### src/rtl/ps2_rx_pkg.sv
// Shared definitions for the PS/2 receive path: FSM encoding, error-code bit
// positions, frame length and the default timeout.
package ps2_rx_pkg;

    typedef enum logic [2:0] {
        ST_IDLE   = 3'd0,
        ST_DATA   = 3'd1,
        ST_PARITY = 3'd2,
        ST_STOP   = 3'd3,
        ST_PUSH   = 3'd4
    } ps2_state_e;

    localparam int ERR_PARITY             = 0;
    localparam int ERR_STOP               = 1;
    localparam int ERR_BITS               = 2;
    localparam int FRAME_BITS             = 8;
    localparam int DEFAULT_TIMEOUT_CYCLES = 100000;

    // Value the parity bit must carry so that data plus parity has odd weight.
    function automatic logic odd_parity_bit(input logic [FRAME_BITS-1:0] d);
        return ~^d;
    endfunction

endpackage

### src/rtl/ps2_rx_fifo.sv
// Synchronous first-word-fall-through FIFO with occupancy count; the head
// entry reads as zero while empty. Shared by the PS/2 receive and transmit paths.
module ps2_rx_fifo #(
    parameter int WIDTH = 10,
    parameter int DEPTH = 4
) (
    input  logic                     CLK,
    input  logic                     RESET,
    input  logic                     push_i,
    input  logic                     pop_i,
    input  logic [WIDTH-1:0]         wdata_i,
    output logic [WIDTH-1:0]         rdata_o,
    output logic [$clog2(DEPTH):0]   count_o,
    output logic                     full_o,
    output logic                     empty_o
);
    localparam int AW = $clog2(DEPTH);

    logic [WIDTH-1:0] mem_q [DEPTH];
    logic [AW-1:0]    wr_ptr_q, rd_ptr_q;
    logic [AW:0]      count_q;
    logic             wr_en, rd_en;

    // A full FIFO still takes a write when the head leaves in the same cycle.
    assign wr_en   = push_i & (~full_o | pop_i);
    assign rd_en   = pop_i & ~empty_o;
    assign full_o  = (count_q == (AW+1)'(DEPTH));
    assign empty_o = (count_q == '0);
    assign count_o = count_q;
    assign rdata_o = empty_o ? '0 : mem_q[rd_ptr_q];

    // NOTE: storage has no reset; the empty mask above hides stale entries, and
    // leaving the array unreset lets it map onto plain RAM cells.
    always_ff @(posedge CLK) begin
        if (wr_en) mem_q[wr_ptr_q] <= wdata_i;
    end

    // NOTE: state registers use <= so every flop samples pre-edge values,
    // independent of the order the simulator evaluates blocks in.
    always_ff @(posedge CLK) begin
        if (RESET) begin
            wr_ptr_q <= '0;
            rd_ptr_q <= '0;
            count_q  <= '0;
        end else begin
            if (wr_en) wr_ptr_q <= wr_ptr_q + AW'(1);
            if (rd_en) rd_ptr_q <= rd_ptr_q + AW'(1);
            case ({wr_en, rd_en})
                2'b10:   count_q <= count_q + (AW+1)'(1);
                2'b01:   count_q <= count_q - (AW+1)'(1);
                default: count_q <= count_q;
            endcase
        end
    end

endmodule

### src/rtl/ps2_rx_buffered.sv
// PS/2 device-to-host receiver: synchronise, decode 11-bit frames, queue
// {err, byte} in a FWFT FIFO. Define PS2_RX_DEGLITCH_EN to add input filters.
module ps2_rx_buffered
    import ps2_rx_pkg::*;
#(
    parameter int TIMEOUT_CYCLES = DEFAULT_TIMEOUT_CYCLES,
    parameter int FIFO_DEPTH     = 4,
    parameter int FILTER_LEN     = 4
) (
    input  logic                          CLK,
    input  logic                          RESET,
    input  logic                          CLK_PS2_IN,
    input  logic                          DATA_PS2_IN,
    input  logic                          READ_ENABLE,
    output logic [7:0]                    BYTE_DATA,
    output logic [1:0]                    BYTE_ERR,
    output logic                          BYTE_VALID,
    input  logic                          BYTE_READY,
    output logic [$clog2(FIFO_DEPTH):0]   FIFO_COUNT,
    output logic                          OVERFLOW,
    output logic                          FRAME_ABORT
);
    localparam int TO_W = $clog2(TIMEOUT_CYCLES + 1);
    localparam int BC_W = $clog2(FRAME_BITS);

    localparam logic [2:0] S_IDLE   = ST_IDLE;
    localparam logic [2:0] S_DATA   = ST_DATA;
    localparam logic [2:0] S_PARITY = ST_PARITY;
    localparam logic [2:0] S_STOP   = ST_STOP;
    localparam logic [2:0] S_PUSH   = ST_PUSH;

    if (FILTER_LEN < 1 || FIFO_DEPTH < 2 || (FIFO_DEPTH & (FIFO_DEPTH - 1)) != 0) begin : g_param_err
        $error("ps2_rx_buffered: bad FILTER_LEN or FIFO_DEPTH");
    end

    logic clk_s1_q, clk_s2_q, dat_s1_q, dat_s2_q;
    logic clk_f, dat_f, clk_prev_q, fall;

    // Idle PS/2 lines float high; resetting high avoids a spurious edge.
    always_ff @(posedge CLK) begin
        if (RESET) begin
            {clk_s1_q, clk_s2_q, dat_s1_q, dat_s2_q, clk_prev_q} <= '1;
        end else begin
            clk_s1_q   <= CLK_PS2_IN;
            clk_s2_q   <= clk_s1_q;
            dat_s1_q   <= DATA_PS2_IN;
            dat_s2_q   <= dat_s1_q;
            clk_prev_q <= clk_f;
        end
    end

`ifdef PS2_RX_DEGLITCH_EN
    localparam int FC_W = $clog2(FILTER_LEN + 1);
    logic [FC_W-1:0] clk_fc_q, dat_fc_q;
    logic            clk_f_q, dat_f_q;

    always_ff @(posedge CLK) begin
        if (RESET) begin
            {clk_f_q, dat_f_q} <= '1;
            clk_fc_q <= '0;
            dat_fc_q <= '0;
        end else begin
            if (clk_s2_q == clk_f_q)                 clk_fc_q <= '0;
            else if (clk_fc_q == FC_W'(FILTER_LEN-1)) begin clk_f_q <= clk_s2_q; clk_fc_q <= '0; end
            else                                     clk_fc_q <= clk_fc_q + FC_W'(1);
            if (dat_s2_q == dat_f_q)                 dat_fc_q <= '0;
            else if (dat_fc_q == FC_W'(FILTER_LEN-1)) begin dat_f_q <= dat_s2_q; dat_fc_q <= '0; end
            else                                     dat_fc_q <= dat_fc_q + FC_W'(1);
        end
    end

    assign clk_f = clk_f_q;
    assign dat_f = dat_f_q;
`else
    assign clk_f = clk_s2_q;
    assign dat_f = dat_s2_q;
`endif

    assign fall = clk_prev_q & ~clk_f;

    logic [2:0]            state_q, state_d;
    logic [BC_W-1:0]       bit_cnt_q, bit_cnt_d;
    logic [FRAME_BITS-1:0] shift_q, shift_d;
    logic [ERR_BITS-1:0]   err_q, err_d;
    logic [TO_W-1:0]       to_cnt_q, to_cnt_d;
    logic                  abort_q, abort_d, push, pop, fifo_full;
    logic                  ovf_q;
    logic [ERR_BITS+FRAME_BITS-1:0] head;

    // NOTE: every always_comb output gets a default first, so no path can
    // leave one unassigned and infer a latch.
    always_comb begin
        state_d   = state_q;
        bit_cnt_d = bit_cnt_q;
        shift_d   = shift_q;
        err_d     = err_q;
        to_cnt_d  = fall ? '0 : to_cnt_q + TO_W'(1);
        abort_d   = 1'b0;
        push      = 1'b0;
        case (state_q)
            S_IDLE: begin
                to_cnt_d = '0;
                if (fall && !dat_f && READ_ENABLE) begin
                    state_d   = S_DATA;
                    bit_cnt_d = '0;
                    shift_d   = '0;
                    err_d     = '0;
                end
            end
            S_DATA: if (fall) begin
                shift_d = {dat_f, shift_q[FRAME_BITS-1:1]};
                if (bit_cnt_q == BC_W'(FRAME_BITS-1)) state_d = S_PARITY;
                else                                  bit_cnt_d = bit_cnt_q + BC_W'(1);
            end
            S_PARITY: if (fall) begin
                err_d[ERR_PARITY] = (dat_f != odd_parity_bit(shift_q));
                state_d           = S_STOP;
            end
            S_STOP: if (fall) begin
                err_d[ERR_STOP] = ~dat_f;
                state_d         = S_PUSH;
            end
            S_PUSH: begin
                push    = 1'b1;
                state_d = S_IDLE;
            end
            default: state_d = S_IDLE;
        endcase
        // A falling edge in the expiry cycle keeps the frame alive.
        if ((state_q == S_DATA || state_q == S_PARITY || state_q == S_STOP) &&
            !fall && to_cnt_q == TO_W'(TIMEOUT_CYCLES-1)) begin
            state_d = S_IDLE;
            abort_d = 1'b1;
        end
    end

    always_ff @(posedge CLK) begin
        if (RESET) begin
            state_q   <= S_IDLE;
            bit_cnt_q <= '0;
            shift_q   <= '0;
            err_q     <= '0;
            to_cnt_q  <= '0;
            abort_q   <= 1'b0;
            ovf_q     <= 1'b0;
        end else begin
            state_q   <= state_d;
            bit_cnt_q <= bit_cnt_d;
            shift_q   <= shift_d;
            err_q     <= err_d;
            to_cnt_q  <= to_cnt_d;
            abort_q   <= abort_d;
            if (push && fifo_full && !pop) ovf_q <= 1'b1;
        end
    end

    assign pop = BYTE_VALID & BYTE_READY;

    ps2_rx_fifo #(
        .WIDTH (ERR_BITS + FRAME_BITS),
        .DEPTH (FIFO_DEPTH)
    ) u_fifo (
        .CLK     (CLK),
        .RESET   (RESET),
        .push_i  (push),
        .pop_i   (pop),
        .wdata_i ({err_q, shift_q}),
        .rdata_o (head),
        .count_o (FIFO_COUNT),
        .full_o  (fifo_full),
        .empty_o ()
    );

    assign BYTE_VALID  = (FIFO_COUNT != '0);
    assign BYTE_DATA   = head[FRAME_BITS-1:0];
    assign BYTE_ERR    = head[ERR_BITS+FRAME_BITS-1:FRAME_BITS];
    assign OVERFLOW    = ovf_q;
    assign FRAME_ABORT = abort_q;

endmodule

### config.mk
export PLATFORM = sky130hd
export DESIGN_NAME = ps2_rx_buffered
export DESIGN_NICKNAME = d
export VERILOG_FILES = /design/src/rtl/ps2_rx_pkg.sv /design/src/rtl/ps2_rx_fifo.sv /design/src/rtl/ps2_rx_buffered.sv
export SDC_FILE = /design/constraint.sdc
export NUM_CORES = 1
export LEC_CHECK = 0
export BUFFER_PORTS_ARGS = -buffer_cell sky130_fd_sc_hd__buf_4
export CORE_MARGIN = 2
export CORE_UTILIZATION = 60
export CTS_CLUSTER_SIZE = 25
export DETAILED_ROUTE_END_ITERATION = 10
export PLACE_DENSITY = 0.78
export SLEW_MARGIN = 10
export SYNTH_ARGS = -nofsm -noshare
export SYNTH_HDL_FRONTEND = slang
export SYNTH_SLANG_ARGS = --single-unit
### constraint.sdc
create_clock -name CLK -period 3 [get_ports CLK]
set_input_delay 0 -clock CLK [delete_from_list [all_inputs] [get_ports CLK]]
set_output_delay 0 -clock CLK [all_outputs]
set_load 0.01 [all_outputs]
==> impl_metrics.ini <==
[grt]
grt_first_pass_wirelength_um = 11000
overflow = 0
grt_antenna_before_repair = 0
grt_max_degree = 32
first_global_vias = 2279
grt_usage = 0.201

[finish]
most-common-layout-cells = 49 x sky130_fd_sc_hd__dfxtp_1, 40 x sky130_fd_sc_hd__edfxtp_1, 38 x sky130_fd_sc_hd__nor2_1
syn2layout_area_growth_pct = 11.8
drive_gt1_frac = 0.181
layout.cells.most_common = sky130_fd_sc_hd__dfxtp_1
n_antenna_cell = 0
num-fill-cells = 441
finalNetCount = 341

[clocking]
root_buffer = sky130_fd_sc_hd__clkbuf_8
cts_sinks = 89
clock_tree.buffer_depth = 2
clk_latency_ns = 0.35
clk_pin_slew_ns = 0.09
tritoncts = built
cts-buffers-inserted = 9
ctsHtreeMaxLevel = 3

[yosys]
largest_family_of_logic_cells_by_synthesized_area = simple AND/OR/NAND/NOR gates
synth_top_area_cell = sky130_fd_sc_hd__edfxtp_1
synth_async_sr_flop_share = 0
synthesis.nets = 322
synthDominantCellAreaShare = 0.321
synth.area.top_cells = sky130_fd_sc_hd__edfxtp_1 32%, sky130_fd_sc_hd__dfxtp_1 26%, sky130_fd_sc_hd__mux4_2 6.0%
ys_types = 46
synth_xor_area_frac = 0.0576
yosysWarnings = 0
syn_avg_cell_area_um2 = 12.2
ys_dominant_reg_cell = sky130_fd_sc_hd__dfxtp_1
ys_seq_area_frac = 0.584
post_synth_mux_area_share = 0.0683
syn-cell-area_um2 = 3740
synth_compound_gate_area_share = 0.0546
yosys_register_bits = 89
synthesis.instances = 307
fraction_of_the_mapped_netlist_area_in_adder_cells = 0.0321
synth_simple_gate_area_frac = 0.178
number_of_synthesized_flops_with_an_enable_pin = 40

[floorplanning]
core_region_area_um2 = 5960
die_height_um = 82.9
i_o_pins = 22
die-area_um2 = 6880
floorplan.initialDensity = 0.628
fp.dieW_um = 82.9
placement_rows = 28

[timing]
rsz_0062_raised_after_global_routing = no
setup-tns-final_ns = 0
tightestPinTransition_ns = 0.705
slew_headroom = 0.529
timing.final.max_slew_violations = 0
maxClockFrequency_ghz = 0.386
finalCritPeriodShare = 0.862
skew_final_ns = 0.00765
count_of_final_hold_check_violations = 0
final.min_clock_period_ns = 2.59
setup_viol_count_final = 0

[placed_design]
detailed_place_hpwl_um = 4270
port_buffers = 21
gp_congestion = 0.762

[critical_path]
highest_fanout_seen_on_the_critical_path = 7
cp-end-kind = register
timing.critical_path.arrival_ns = 2.88
setup_crit_start_kind = register
criticalPathCategory = reg -> reg
cp.required_ns = 3.29

[run]
max_cap_viol_count = 0

[power]
power.internal_uw = 1760
net_switching_share_of_the_total_power = 0.195
finalPower_uw = 2190
p_comb_frac = 0.011
pwr-share-seq = 0.575
cellLeakagePower_uw = 0.00139
pwr_density_cell_nw_per_um2 = 524
share_clk_of_total_power = 0.414
vdd_ir_drop_max_mv = 0.345
power.net_switching_uw = 427

[drt]
drtAntennaViolNets = 0
drtPass1Iterations = 4
drt_first_iter_violations = 126
detail_route.vias_per_cell = 5.74
detail_route.wirelength_um = 6370
vias = 2331
drc = 0
post_drt_wl_per_cell_um = 15.7

[run_status]
outcome = finished clean

[hold_path]
worstHoldPathType = in -> reg
metal layers:
metal  track usage  part of all wire  routed length, um  vias to the layer above
met5             0                 0                  0                        -
met4        0.0626             0.012                 76                        0
met3        0.0537             0.038                245                       10
met2         0.329              0.50               3190                       43
met1         0.264              0.45               2860                     1134
li1              -                 -                  -                     1144
worst max-delay path: stages, from the launching register on:
cell	delay [ns]
sky130_fd_sc_hd__dfxtp_1	0.42
sky130_fd_sc_hd__nor4b_1	0.51
sky130_fd_sc_hd__and3b_1	0.32
sky130_fd_sc_hd__inv_1	0.08
sky130_fd_sc_hd__ha_1	0.17
sky130_fd_sc_hd__inv_1	0.06
sky130_fd_sc_hd__fa_1	0.37
sky130_fd_sc_hd__xor2_1	0.16
sky130_fd_sc_hd__or3_1	0.30
sky130_fd_sc_hd__a21oi_1	0.13
kinds of logic after synthesis:
kind of cell    Yosys count
fa+ha+maj                 9
buf+inv                  24
xor+xnor                 23
simple gates            118
flops                    89
mux                      13
compound gates           31
power by group through the flow:
stage               Combinational (uW)  Clock (uW)  Sequential, uW
floorplan                         14.4           0            1290
global placement                  22.5           0            1290
detailed placement                23.2           0            1290
CTS                               25.3         921            1260
global route                      28.0         977            1260
finish                            25.2         906            1260
synthesized netlist by cell type, types with 4 or more instances:
cell	number
sky130_fd_sc_hd__nand3_1	10
sky130_fd_sc_hd__a22oi_1	8
sky130_fd_sc_hd__nand2_1	8
sky130_fd_sc_hd__xnor2_1	11
sky130_fd_sc_hd__dfxtp_1	49
sky130_fd_sc_hd__edfxtp_1	40
sky130_fd_sc_hd__inv_1	8
sky130_fd_sc_hd__and2_1	15
sky130_fd_sc_hd__buf_2	4
sky130_fd_sc_hd__ha_1	8
sky130_fd_sc_hd__nor4b_1	5
sky130_fd_sc_hd__mux4_2	10
sky130_fd_sc_hd__or2_2	7
sky130_fd_sc_hd__xor2_1	11
sky130_fd_sc_hd__or3_1	5
sky130_fd_sc_hd__nor2_1	38
sky130_fd_sc_hd__clkbuf_1	11
sky130_fd_sc_hd__o211ai_1	4
sky130_fd_sc_hd__o21ai_0	5
sky130_fd_sc_hd__a21oi_1	7
sky130_fd_sc_hd__nor3_1	4
through the flow:
stage / setup slack [ns] / area, um2 / hold slack (ns) / util / std cells
3_3_place_gp: 0.578 / 3930 / 0.186 / 0.660 / 388
4_1_cts: 0.395 / 4180 / 0.00888 / 0.702 / 406
2_1_floorplan: 0.676 / 3740 / 0.104 / - / 307
3_5_place_dp: 0.415 / 3930 / 0.190 / 0.660 / 388
6_report: 0.413 / 4180 / 0.0159 / 0.702 / 406
5_1_grt: 0.234 / 4180 / 0.0182 / 0.702 / 406
state kept, by name, indices dropped and copies added (netlist names), 2 cells and up, named ones only:
register and flops:
bit_cnt_q 3, err_q 2, state_q 3, u_fifo.count_o 3, u_fifo.wr_ptr_q 2, shift_q 8, u_fifo.rd_ptr_q 2, u_fifo.mem_q 40
to_cnt_q 17
worst paths after layout:
kind                                   startpoint                end  slack, ns  cells after the start
worst max-delay path            u_fifo.count_o[2]  u_fifo.count_o[2]       0.41                      9
worst min-delay path                  READ_ENABLE           err_q[1]       0.02                      3
worst max register to register  u_fifo.count_o[2]  u_fifo.count_o[2]       0.41                      9
worst min register to register           clk_s1_q              clk_f       0.42                      1
what timing repair did:
item / 4_1_cts / 5_1_grt
endpoints found under the hold margin: 2 / 0
setup buffers: 0 / 0
hold buffers: 2 / 0
gates resized for setup: 0 / 0
layout make-up:
type                            count  area, um2  area share
Sequential cell                    89       2180       0.522
Multi-Input combinational cell    194       1460       0.350
Timing Repair Buffer               24        185      0.0443
Clock buffer                       10        138      0.0329
Tap cell                           75       93.8      0.0224
Clock inverter                      6       90.1      0.0216
Inverter                            8       30.0     0.00718
(Power assumes the default switching activity.)
